[src/rtl/voice_env_mixer_pkg.sv]
// -----------------------------------------------------------------------------
// voice_env_mixer_pkg
//   Shared definitions for the voice envelope mixer: the ADSR state encoding
//   used by the per-channel state array and by the adsr_step next-state logic.
// -----------------------------------------------------------------------------
package voice_env_mixer_pkg;

    typedef enum logic [2:0] {
        ADSR_IDLE    = 3'd0,
        ADSR_ATTACK  = 3'd1,
        ADSR_DECAY   = 3'd2,
        ADSR_SUSTAIN = 3'd3,
        ADSR_RELEASE = 3'd4
    } adsr_state_e;

endpackage

[src/rtl/voice_env_mixer_if.sv]
// -----------------------------------------------------------------------------
// voice_env_mixer_if
//   Time-multiplexed waveform stream into the mixer and mixed sample out.
//   wave_in      signed sample for the channel named by wave_slot
//   wave_valid   wave_in / wave_slot qualify this cycle
//   wave_slot    one-hot channel id
//   sample_out   signed mixed sample, held between strobes
//   sample_valid one-cycle strobe per completed frame
//   master: stream source / sample sink; slave: the mixer.
// -----------------------------------------------------------------------------
interface voice_env_mixer_if #(
    parameter int WIDTH        = 18,
    parameter int NUM_CHANNELS = 16
);
    logic signed [WIDTH-1:0]   wave_in;
    logic                      wave_valid;
    logic [NUM_CHANNELS-1:0]   wave_slot;
    logic signed [WIDTH-1:0]   sample_out;
    logic                      sample_valid;

    modport master (
        output wave_in,
        output wave_valid,
        output wave_slot,
        input  sample_out,
        input  sample_valid
    );

    modport slave (
        input  wave_in,
        input  wave_valid,
        input  wave_slot,
        output sample_out,
        output sample_valid
    );
endinterface

[src/rtl/voice_env_mixer_adsr_step.sv]
// -----------------------------------------------------------------------------
// adsr_step
//   Combinational ADSR next-state / next-level for one channel. A single
//   instance is time-shared across all slots by the mixer.
//   i_state, i_level   current envelope state and level of the slot
//   i_gate             key-held level of the slot
//   i_attack_step      increment per visit in ATTACK
//   i_decay_step       decrement per visit in DECAY
//   i_sustain_lvl      SUSTAIN hold level
//   i_release_step     decrement per visit in RELEASE
//   o_state, o_level   value written back for the slot
// -----------------------------------------------------------------------------
module adsr_step
    import voice_env_mixer_pkg::*;
#(
    parameter int ENV_BITS = 16
) (
    input  adsr_state_e         i_state,
    input  logic [ENV_BITS-1:0] i_level,
    input  logic                i_gate,
    input  logic [ENV_BITS-1:0] i_attack_step,
    input  logic [ENV_BITS-1:0] i_decay_step,
    input  logic [ENV_BITS-1:0] i_sustain_lvl,
    input  logic [ENV_BITS-1:0] i_release_step,
    output adsr_state_e         o_state,
    output logic [ENV_BITS-1:0] o_level
);

    localparam logic [ENV_BITS-1:0] ENV_MAX   = '1;
    localparam logic [ENV_BITS:0]   ENV_MAX_X = {1'b0, ENV_MAX};

    // One extra bit so the attack sum cannot wrap before the ENV_MAX test.
    logic [ENV_BITS:0]          w_up;
    logic [ENV_BITS-1:0]        w_up_sat;
    // Two extra bits so level-decay_step goes negative instead of wrapping.
    logic signed [ENV_BITS+1:0] w_down;
    logic signed [ENV_BITS+1:0] w_sus_x;

    assign w_up     = {1'b0, i_level} + {1'b0, i_attack_step};
    assign w_up_sat = (w_up >= ENV_MAX_X) ? ENV_MAX : w_up[ENV_BITS-1:0];
    assign w_down   = $signed({2'b00, i_level}) - $signed({2'b00, i_decay_step});
    assign w_sus_x  = $signed({2'b00, i_sustain_lvl});

    always_comb begin
        o_state = i_state;
        o_level = i_level;
        case (i_state)
            ADSR_IDLE: begin
                // attack_step never exceeds ENV_MAX, so min() is the step itself.
                if (i_gate) begin
                    o_state = ADSR_ATTACK;
                    o_level = i_attack_step;
                end else begin
                    o_level = '0;
                end
            end
            ADSR_ATTACK: begin
                if (!i_gate) begin
                    o_state = ADSR_RELEASE;
                end else if (w_up >= ENV_MAX_X) begin
                    o_state = ADSR_DECAY;
                    o_level = ENV_MAX;
                end else begin
                    o_level = w_up[ENV_BITS-1:0];
                end
            end
            ADSR_DECAY: begin
                if (!i_gate) begin
                    o_state = ADSR_RELEASE;
                end else if (w_down <= w_sus_x) begin
                    o_state = ADSR_SUSTAIN;
                    o_level = i_sustain_lvl;
                end else begin
                    o_level = w_down[ENV_BITS-1:0];
                end
            end
            ADSR_SUSTAIN: begin
                if (!i_gate) begin
                    o_state = ADSR_RELEASE;
                end else begin
                    o_level = i_sustain_lvl;
                end
            end
            ADSR_RELEASE: begin
                // Retrigger climbs from the current level rather than from 0.
                if (i_gate) begin
                    o_state = ADSR_ATTACK;
                    o_level = w_up_sat;
                end else if (i_level <= i_release_step) begin
                    o_state = ADSR_IDLE;
                    o_level = '0;
                end else begin
                    o_level = i_level - i_release_step;
                end
            end
            default: begin
                o_state = ADSR_IDLE;
                o_level = '0;
            end
        endcase
    end

endmodule

[src/rtl/voice_env_mixer.sv]
// -----------------------------------------------------------------------------
// voice_env_mixer
//   Runs one ADSR envelope per channel over a time-multiplexed waveform
//   stream, scales each sample by its envelope and averages all channels into
//   one mixed sample per frame (slots 0..NUM_CHANNELS-1).
//   clk, rst         single clock, synchronous active-high reset
//   bus_if (slave)   wave_in/wave_valid/wave_slot in, sample_out/sample_valid out
//   i_gate           per-channel key-held level
//   i_attack_step    ATTACK increment per frame
//   i_decay_step     DECAY decrement per frame
//   i_sustain_lvl    SUSTAIN level
//   i_release_step   RELEASE decrement per frame
//   o_voice_active   bit i set while channel i is not IDLE (registered)
// Latency: sample_valid rises 3 cycles after the slot NUM_CHANNELS-1 beat.
// -----------------------------------------------------------------------------
module voice_env_mixer
    import voice_env_mixer_pkg::*;
#(
    parameter int WIDTH        = 18,
    parameter int NUM_CHANNELS = 16,
    parameter int ENV_BITS     = 16
) (
    input  logic                    clk,
    input  logic                    rst,
    voice_env_mixer_if.slave        bus_if,
    input  logic [NUM_CHANNELS-1:0] i_gate,
    input  logic [ENV_BITS-1:0]     i_attack_step,
    input  logic [ENV_BITS-1:0]     i_decay_step,
    input  logic [ENV_BITS-1:0]     i_sustain_lvl,
    input  logic [ENV_BITS-1:0]     i_release_step,
    output logic [NUM_CHANNELS-1:0] o_voice_active
);

    localparam int CH_BITS = $clog2(NUM_CHANNELS);
    localparam int PROD_W  = WIDTH + ENV_BITS + 1;
    localparam int ACC_W   = WIDTH + CH_BITS;

    // Floor-scale the product back to sample width; |level| < 1.0 so it fits.
    function automatic logic signed [WIDTH-1:0] scale_fn(input logic signed [PROD_W-1:0] p);
        logic signed [PROD_W-1:0] sh;
        sh = p >>> ENV_BITS;
        return sh[WIDTH-1:0];
    endfunction

    // Average over the frame; the sum of NUM_CHANNELS samples divided back fits WIDTH.
    function automatic logic signed [WIDTH-1:0] avg_fn(input logic signed [ACC_W-1:0] a);
        logic signed [ACC_W-1:0] sh;
        sh = a >>> CH_BITS;
        return sh[WIDTH-1:0];
    endfunction

    adsr_state_e             r_state [NUM_CHANNELS];
    logic [ENV_BITS-1:0]     r_level [NUM_CHANNELS];
    logic [NUM_CHANNELS-1:0] r_voice_active;

    logic                    w_accept;
    logic [CH_BITS-1:0]      w_idx;
    adsr_state_e             w_nxt_state;
    logic [ENV_BITS-1:0]     w_nxt_level;

    logic signed [WIDTH-1:0]  r_wave_p1;
    logic [ENV_BITS-1:0]      r_level_p1;
    logic                     r_vld_p1;
    logic                     r_last_p1;

    logic signed [PROD_W-1:0] r_prod_p2;
    logic                     r_vld_p2;
    logic                     r_last_p2;

    logic signed [WIDTH-1:0]  w_scaled;
    logic signed [ACC_W-1:0]  w_acc_sum;
    logic signed [ACC_W-1:0]  r_acc;
    logic signed [WIDTH-1:0]  r_sample_out;
    logic                     r_sample_valid;

    // Zero-hot and multi-hot slots are dropped before touching any state.
    assign w_accept = bus_if.wave_valid && $onehot(bus_if.wave_slot);

    always_comb begin
        w_idx = '0;
        for (int i = 0; i < NUM_CHANNELS; i++) begin
            if (bus_if.wave_slot[i]) begin
                w_idx = CH_BITS'(i);
            end
        end
    end

    adsr_step #(
        .ENV_BITS       (ENV_BITS)
    ) u_adsr_step (
        .i_state        (r_state[w_idx]),
        .i_level        (r_level[w_idx]),
        .i_gate         (i_gate[w_idx]),
        .i_attack_step  (i_attack_step),
        .i_decay_step   (i_decay_step),
        .i_sustain_lvl  (i_sustain_lvl),
        .i_release_step (i_release_step),
        .o_state        (w_nxt_state),
        .o_level        (w_nxt_level)
    );

    // ---- Stage 1: envelope read-modify-write and operand capture ----
    // Write-back lands in the same cycle, so a repeated slot sees fresh state.
    always_ff @(posedge clk) begin
        if (rst) begin
            for (int i = 0; i < NUM_CHANNELS; i++) begin
                r_state[i] <= ADSR_IDLE;
                r_level[i] <= '0;
            end
        end else if (w_accept) begin
            r_state[w_idx] <= w_nxt_state;
            r_level[w_idx] <= w_nxt_level;
        end
    end

    always_ff @(posedge clk) begin
        if (rst) begin
            r_vld_p1  <= 1'b0;
            r_last_p1 <= 1'b0;
        end else begin
            r_vld_p1  <= w_accept;
            r_last_p1 <= w_accept && (w_idx == CH_BITS'(NUM_CHANNELS - 1));
        end
    end

    always_ff @(posedge clk) begin
        r_wave_p1  <= bus_if.wave_in;
        r_level_p1 <= w_nxt_level;
    end

    always_ff @(posedge clk) begin
        if (rst) begin
            r_voice_active <= '0;
        end else begin
            for (int i = 0; i < NUM_CHANNELS; i++) begin
                r_voice_active[i] <= (r_state[i] != ADSR_IDLE);
            end
        end
    end

    // ---- Stage 2: sample x envelope multiply ----
    always_ff @(posedge clk) begin
        if (rst) begin
            r_vld_p2  <= 1'b0;
            r_last_p2 <= 1'b0;
        end else begin
            r_vld_p2  <= r_vld_p1;
            r_last_p2 <= r_last_p1;
        end
    end

    always_ff @(posedge clk) begin
        r_prod_p2 <= PROD_W'(r_wave_p1) * PROD_W'($signed({1'b0, r_level_p1}));
    end

    // ---- Stage 3: accumulate, emit on the last slot of the frame ----
    assign w_scaled  = scale_fn(r_prod_p2);
    assign w_acc_sum = r_acc + ACC_W'(w_scaled);

    always_ff @(posedge clk) begin
        if (rst) begin
            r_acc          <= '0;
            r_sample_out   <= '0;
            r_sample_valid <= 1'b0;
        end else begin
            r_sample_valid <= r_vld_p2 && r_last_p2;
            if (r_vld_p2) begin
                if (r_last_p2) begin
                    r_sample_out <= avg_fn(w_acc_sum);
                    r_acc        <= '0;
                end else begin
                    r_acc        <= w_acc_sum;
                end
            end
        end
    end

    assign bus_if.sample_out   = r_sample_out;
    assign bus_if.sample_valid = r_sample_valid;
    assign o_voice_active      = r_voice_active;

endmodule

[src/flat_wrapper.sv]
// flat-port wrapper written by rule: the top's interface ports become plain ports
module voice_env_mixer_flat import voice_env_mixer_pkg::*;
#(
    parameter int WIDTH        = 18,
    parameter int NUM_CHANNELS = 16,
    parameter int ENV_BITS     = 16
)
  (clk, rst, i_gate, i_attack_step, i_decay_step, i_sustain_lvl, i_release_step, o_voice_active, bus_if_wave_in, bus_if_wave_valid, bus_if_wave_slot, bus_if_sample_out, bus_if_sample_valid);
  voice_env_mixer_if #(.WIDTH(WIDTH), .NUM_CHANNELS(NUM_CHANNELS)) bus_if_i ();
  input  logic clk;
  input  logic rst;
  input  logic [NUM_CHANNELS-1:0] i_gate;
  input  logic [ENV_BITS-1:0] i_attack_step;
  input  logic [ENV_BITS-1:0] i_decay_step;
  input  logic [ENV_BITS-1:0] i_sustain_lvl;
  input  logic [ENV_BITS-1:0] i_release_step;
  output logic [NUM_CHANNELS-1:0] o_voice_active;
  input wire logic [$bits(bus_if_i.wave_in)-1:0] bus_if_wave_in;
  input wire logic [$bits(bus_if_i.wave_valid)-1:0] bus_if_wave_valid;
  input wire logic [$bits(bus_if_i.wave_slot)-1:0] bus_if_wave_slot;
  output wire logic [$bits(bus_if_i.sample_out)-1:0] bus_if_sample_out;
  output wire logic [$bits(bus_if_i.sample_valid)-1:0] bus_if_sample_valid;
  assign bus_if_i.wave_in = bus_if_wave_in;
  assign bus_if_i.wave_valid = bus_if_wave_valid;
  assign bus_if_i.wave_slot = bus_if_wave_slot;
  assign bus_if_sample_out = bus_if_i.sample_out;
  assign bus_if_sample_valid = bus_if_i.sample_valid;
  voice_env_mixer #(.WIDTH(WIDTH), .NUM_CHANNELS(NUM_CHANNELS), .ENV_BITS(ENV_BITS)) u_core (.clk(clk), .rst(rst), .bus_if(bus_if_i), .i_gate(i_gate), .i_attack_step(i_attack_step), .i_decay_step(i_decay_step), .i_sustain_lvl(i_sustain_lvl), .i_release_step(i_release_step), .o_voice_active(o_voice_active));
endmodule
[config.mk]
export PLATFORM = sky130hd
export DESIGN_NAME = voice_env_mixer_flat
export DESIGN_NICKNAME = d
export VERILOG_FILES = /design/src/rtl/voice_env_mixer_pkg.sv /design/src/rtl/voice_env_mixer_if.sv /design/src/rtl/voice_env_mixer_adsr_step.sv /design/src/rtl/voice_env_mixer.sv /design/src/flat_wrapper.sv
export SDC_FILE = /design/constraint.sdc
export NUM_CORES = 2
export LEC_CHECK = 0
export BUFFER_PORTS_ARGS = -buffer_cell sky130_fd_sc_hd__buf_2
export CORE_MARGIN = 10
export CORE_UTILIZATION = 34
export CTS_BUF_LIST = sky130_fd_sc_hd__clkbuf_8
export DETAILED_ROUTE_END_ITERATION = 10
export GPL_ROUTABILITY_DRIVEN = 0
export PLACE_DENSITY = 0.48
export SLEW_MARGIN = 20
export SYNTH_ARGS = -nofsm -noshare
export SYNTH_HDL_FRONTEND = slang
export SYNTH_SLANG_ARGS = --single-unit
[constraint.sdc]
create_clock -name clk -period 9.2 [get_ports clk]
set_input_delay 1.84 -clock clk [delete_from_list [all_inputs] [get_ports clk]]
set_output_delay 1.84 -clock clk [all_outputs]
set_load 0.02 [all_outputs]
==> flow_summary.toml <==
[yosys]
synthSimpleGateAreaFrac_pct = 14.7
muxShareOfSynthArea_pct = 1.61
synth_adder_area_share_pct = 25.3
synth.most_common_cell = "nand2_1"
synth_seq_cells = 417
synth_top_family_by_area = "adder cells"
async_reset_ff_share_pct = 0
synth_nets = 3935
synth_compound_area_share_pct = 14.1
syn_inst = 3332
synth_edf_count = 304
yosysTopAreaCellShare_pct = 27.7
synth_area_leaders = "edfxtp_1 (28%), fa_1 (18%), ha_1 (7.0%)"
avgSynthCellArea_um2 = 9.89
yosysTopAreaCell = "edfxtp_1"
yosysUniqueCellTypes = 86
synth-xor-area-share_pct = 2.02
ys_seq_area_share_pct = 34.6
synth_ff_type = "edfxtp_1"
ys.warnings.count = 0
synth_common_cells = "nand2_1 (417), inv_1 (408), edfxtp_1 (304), fa_1 (301), a21oi_1 (251)"
netlist_area_mm2 = 0.0329

[timing]
fin_tns_setup_ps = 0
final.min_clock_period_ps = 8280
tightestPinTransition_ps = 1100
hold-worst-slack_ps = 445
finalCritPeriodShare_pct = 90.0
max_freq_mhz = 121
finalHoldViolCount = 0
slew_headroom_pct = 26.6
rsz0062_at_grt = "false"
setup_violations = 0
slew_viol_final = 0
fin_skew_ps = 63.0

[critical_path]
crit_cells = 35
cp_common_cell = "a21oi_1"
start_kind = "primary input"
crit_family = "simple AND/OR/NAND/NOR gates"
crit_arrival_ps = 8650
crit_path_end_kind = "flop"
critical_path.max_fanout = 19
crit_type = "in -> reg"
crit_required_ps = 9570
crit_path_top_delay_cell = "or3b_2"
slowest_delay_ps = 450
reg2reg_depth = 22
cp_num_buf_inv = 7

[route]
antenna_left = 0
wl_per_cell_um = 21.1
drc = 0
firstDrtPassIters = 6
routed_wl_um = 103000
routed-via-count = 25000
viasPerCell = 5.16
drt_iter0_drc = 1784

[die]
start_util_pct = 34.2
core_area_mm2 = 0.0964
ios = 152
die_h_um = 331
dieWidth_um = 331
dieArea_mm2 = 0.110
std_cell_rows = 114

[layout]
area_growth_pct = 13.3
num-nets-final = 4111
drive_gt1_share_pct = 15.2

[global_routing]
grt-ovfl-total = 0
grt_max_degree = 57
grt_pass1_vias = 25700
grt_pass1_wl_um = 159000
track_usage_pct = 18.4
grt_antenna_before_repair = 1

[clock_tree]
cts_resized = 0
clock_latency_ps = 710
cts_tree = "built"
cts_buffers = 78
htree_levels = 3
cts.reportedPaths.clkPinSlew_ps = 60
hold_buffers = 0
cts-root-buf = "clkbuf_8"
cts_sinks = 417
cts_setup_buffers = 0
clk_path_buf_depth = 3

[hold_path]
hp-class = "reg -> reg"
min_path_cells = 1

[run]
drv_cap = 0

[place]
port_buffers = 151
hpwl_um = 77600

[run_status]
outcome = "complete, no violations"
[layer usage]
metal	vias up	share of wire [%]	GRT usage (%)	routed length [um]
met3	121	6.2	2.93	6310
met4	0	1.6	3.86	1640
met5	-	0	0	0
met2	742	44	28.2	45600
li1	11600	-	-	-
met1	12600	48	26.9	49100
[path summary, 6_finish.rpt]
kind                           startpoint                                  end  slack (ps)
min reg2reg   u_core.r_last_p1$_SDFF_PP0_          u_core.r_last_p2$_SDFF_PP0_         450
max reg2reg  u_core.r_level_p1[4]$_DFF_P_         u_core.r_prod_p2[33]$_DFF_P_        1180
min           u_core.r_last_p1$_SDFF_PP0_          u_core.r_last_p2$_SDFF_PP0_         450
max                   bus_if_wave_slot[4]  u_core.r_level[1][13]$_SDFFCE_PN0P_         920
[placed cells by master (no fill, tap or decap), types with 113 or more instances in the layout]
cell and count:
fa_1 301, a21oi_1 251, edfxtp_1 304, buf_4 113
nor2_1 227, buf_2 151, ha_1 185, and2_1 128
nand2_1 417, inv_1 442, dfxtp_1 113
[flip-flops by register name, indices dropped and copies added (netlist names)]
signal	cells
u_core.r_level	256
u_core.r_state	48
u_core.r_acc	22
u_core.bus_if.sample_out	18
u_core.r_prod_p2	18
u_core.r_wave_p1	18
u_core.o_voice_active	16
u_core.r_level_p1	16
u_core.bus_if.sample_valid	1
u_core.r_last_p1	1
u_core.r_last_p2	1
u_core.r_vld_p1	1
u_core.r_vld_p2	1
[cells by family (layout without fill, tap and decap cells)]
family	count (synthesis)	after routing
AO/OA/AOI/OAI	672	672
XOR/XNOR	76	76
adder cells (fa/ha/maj)	486	486
buffers and inverters	601	843
flip-flops	417	417
multiplexers	53	53
other	0	4
AND/OR/NAND/NOR	1027	1027
[layout make-up]
type / count / area, um^2
Fill cell: 9868 / 59100
Timing Repair Buffer: 288 / 2080
Inverter: 409 / 1540
Clock inverter: 57 / 362
Clock buffer: 89 / 1220
Sequential cell: 417 / 11400
Antenna cell: 4 / 10.0
Multi-Input combinational cell: 2314 / 19100
Tap cell: 1276 / 1600
[through the flow]
| stage | instances | cell area (um^2) | util [%] | setup slack [ps] |
|---|---|---|---|---|
| 5_1_grt | 4853 | 37300 | 38.7 | 488 |
| 2_1_floorplan | 3332 | 32900 | - | 267 |
| 4_1_cts | 4850 | 37300 | 38.7 | 989 |
| 3_3_place_gp | 4704 | 35700 | 37.0 | 284 |
| 3_5_place_dp | 4704 | 35700 | 37.0 | 291 |
| 6_report | 4854 | 37300 | 38.7 | 921 |
[worst reg2reg max path, cell delays in order, from the launching register on]
cell	delay [ps]
dfxtp_1	990
nand2_1	190
fa_1	510
inv_1	60
fa_1	570
fa_1	450
fa_1	560
inv_1	50
fa_1	500
inv_1	60
fa_1	430
ha_1	300
a21o_1	160
a21oi_1	450
nand2_1	110
o21ai_0	450
o21ai_0	330
a41oi_1	580
a211oi_1	220
o31ai_1	340
nand2b_1	150
a21oi_1	190
xnor2_1	250
Power is not shown: default switching activity piles up to over one toggle a cycle in this logic, so the estimate is an artifact.
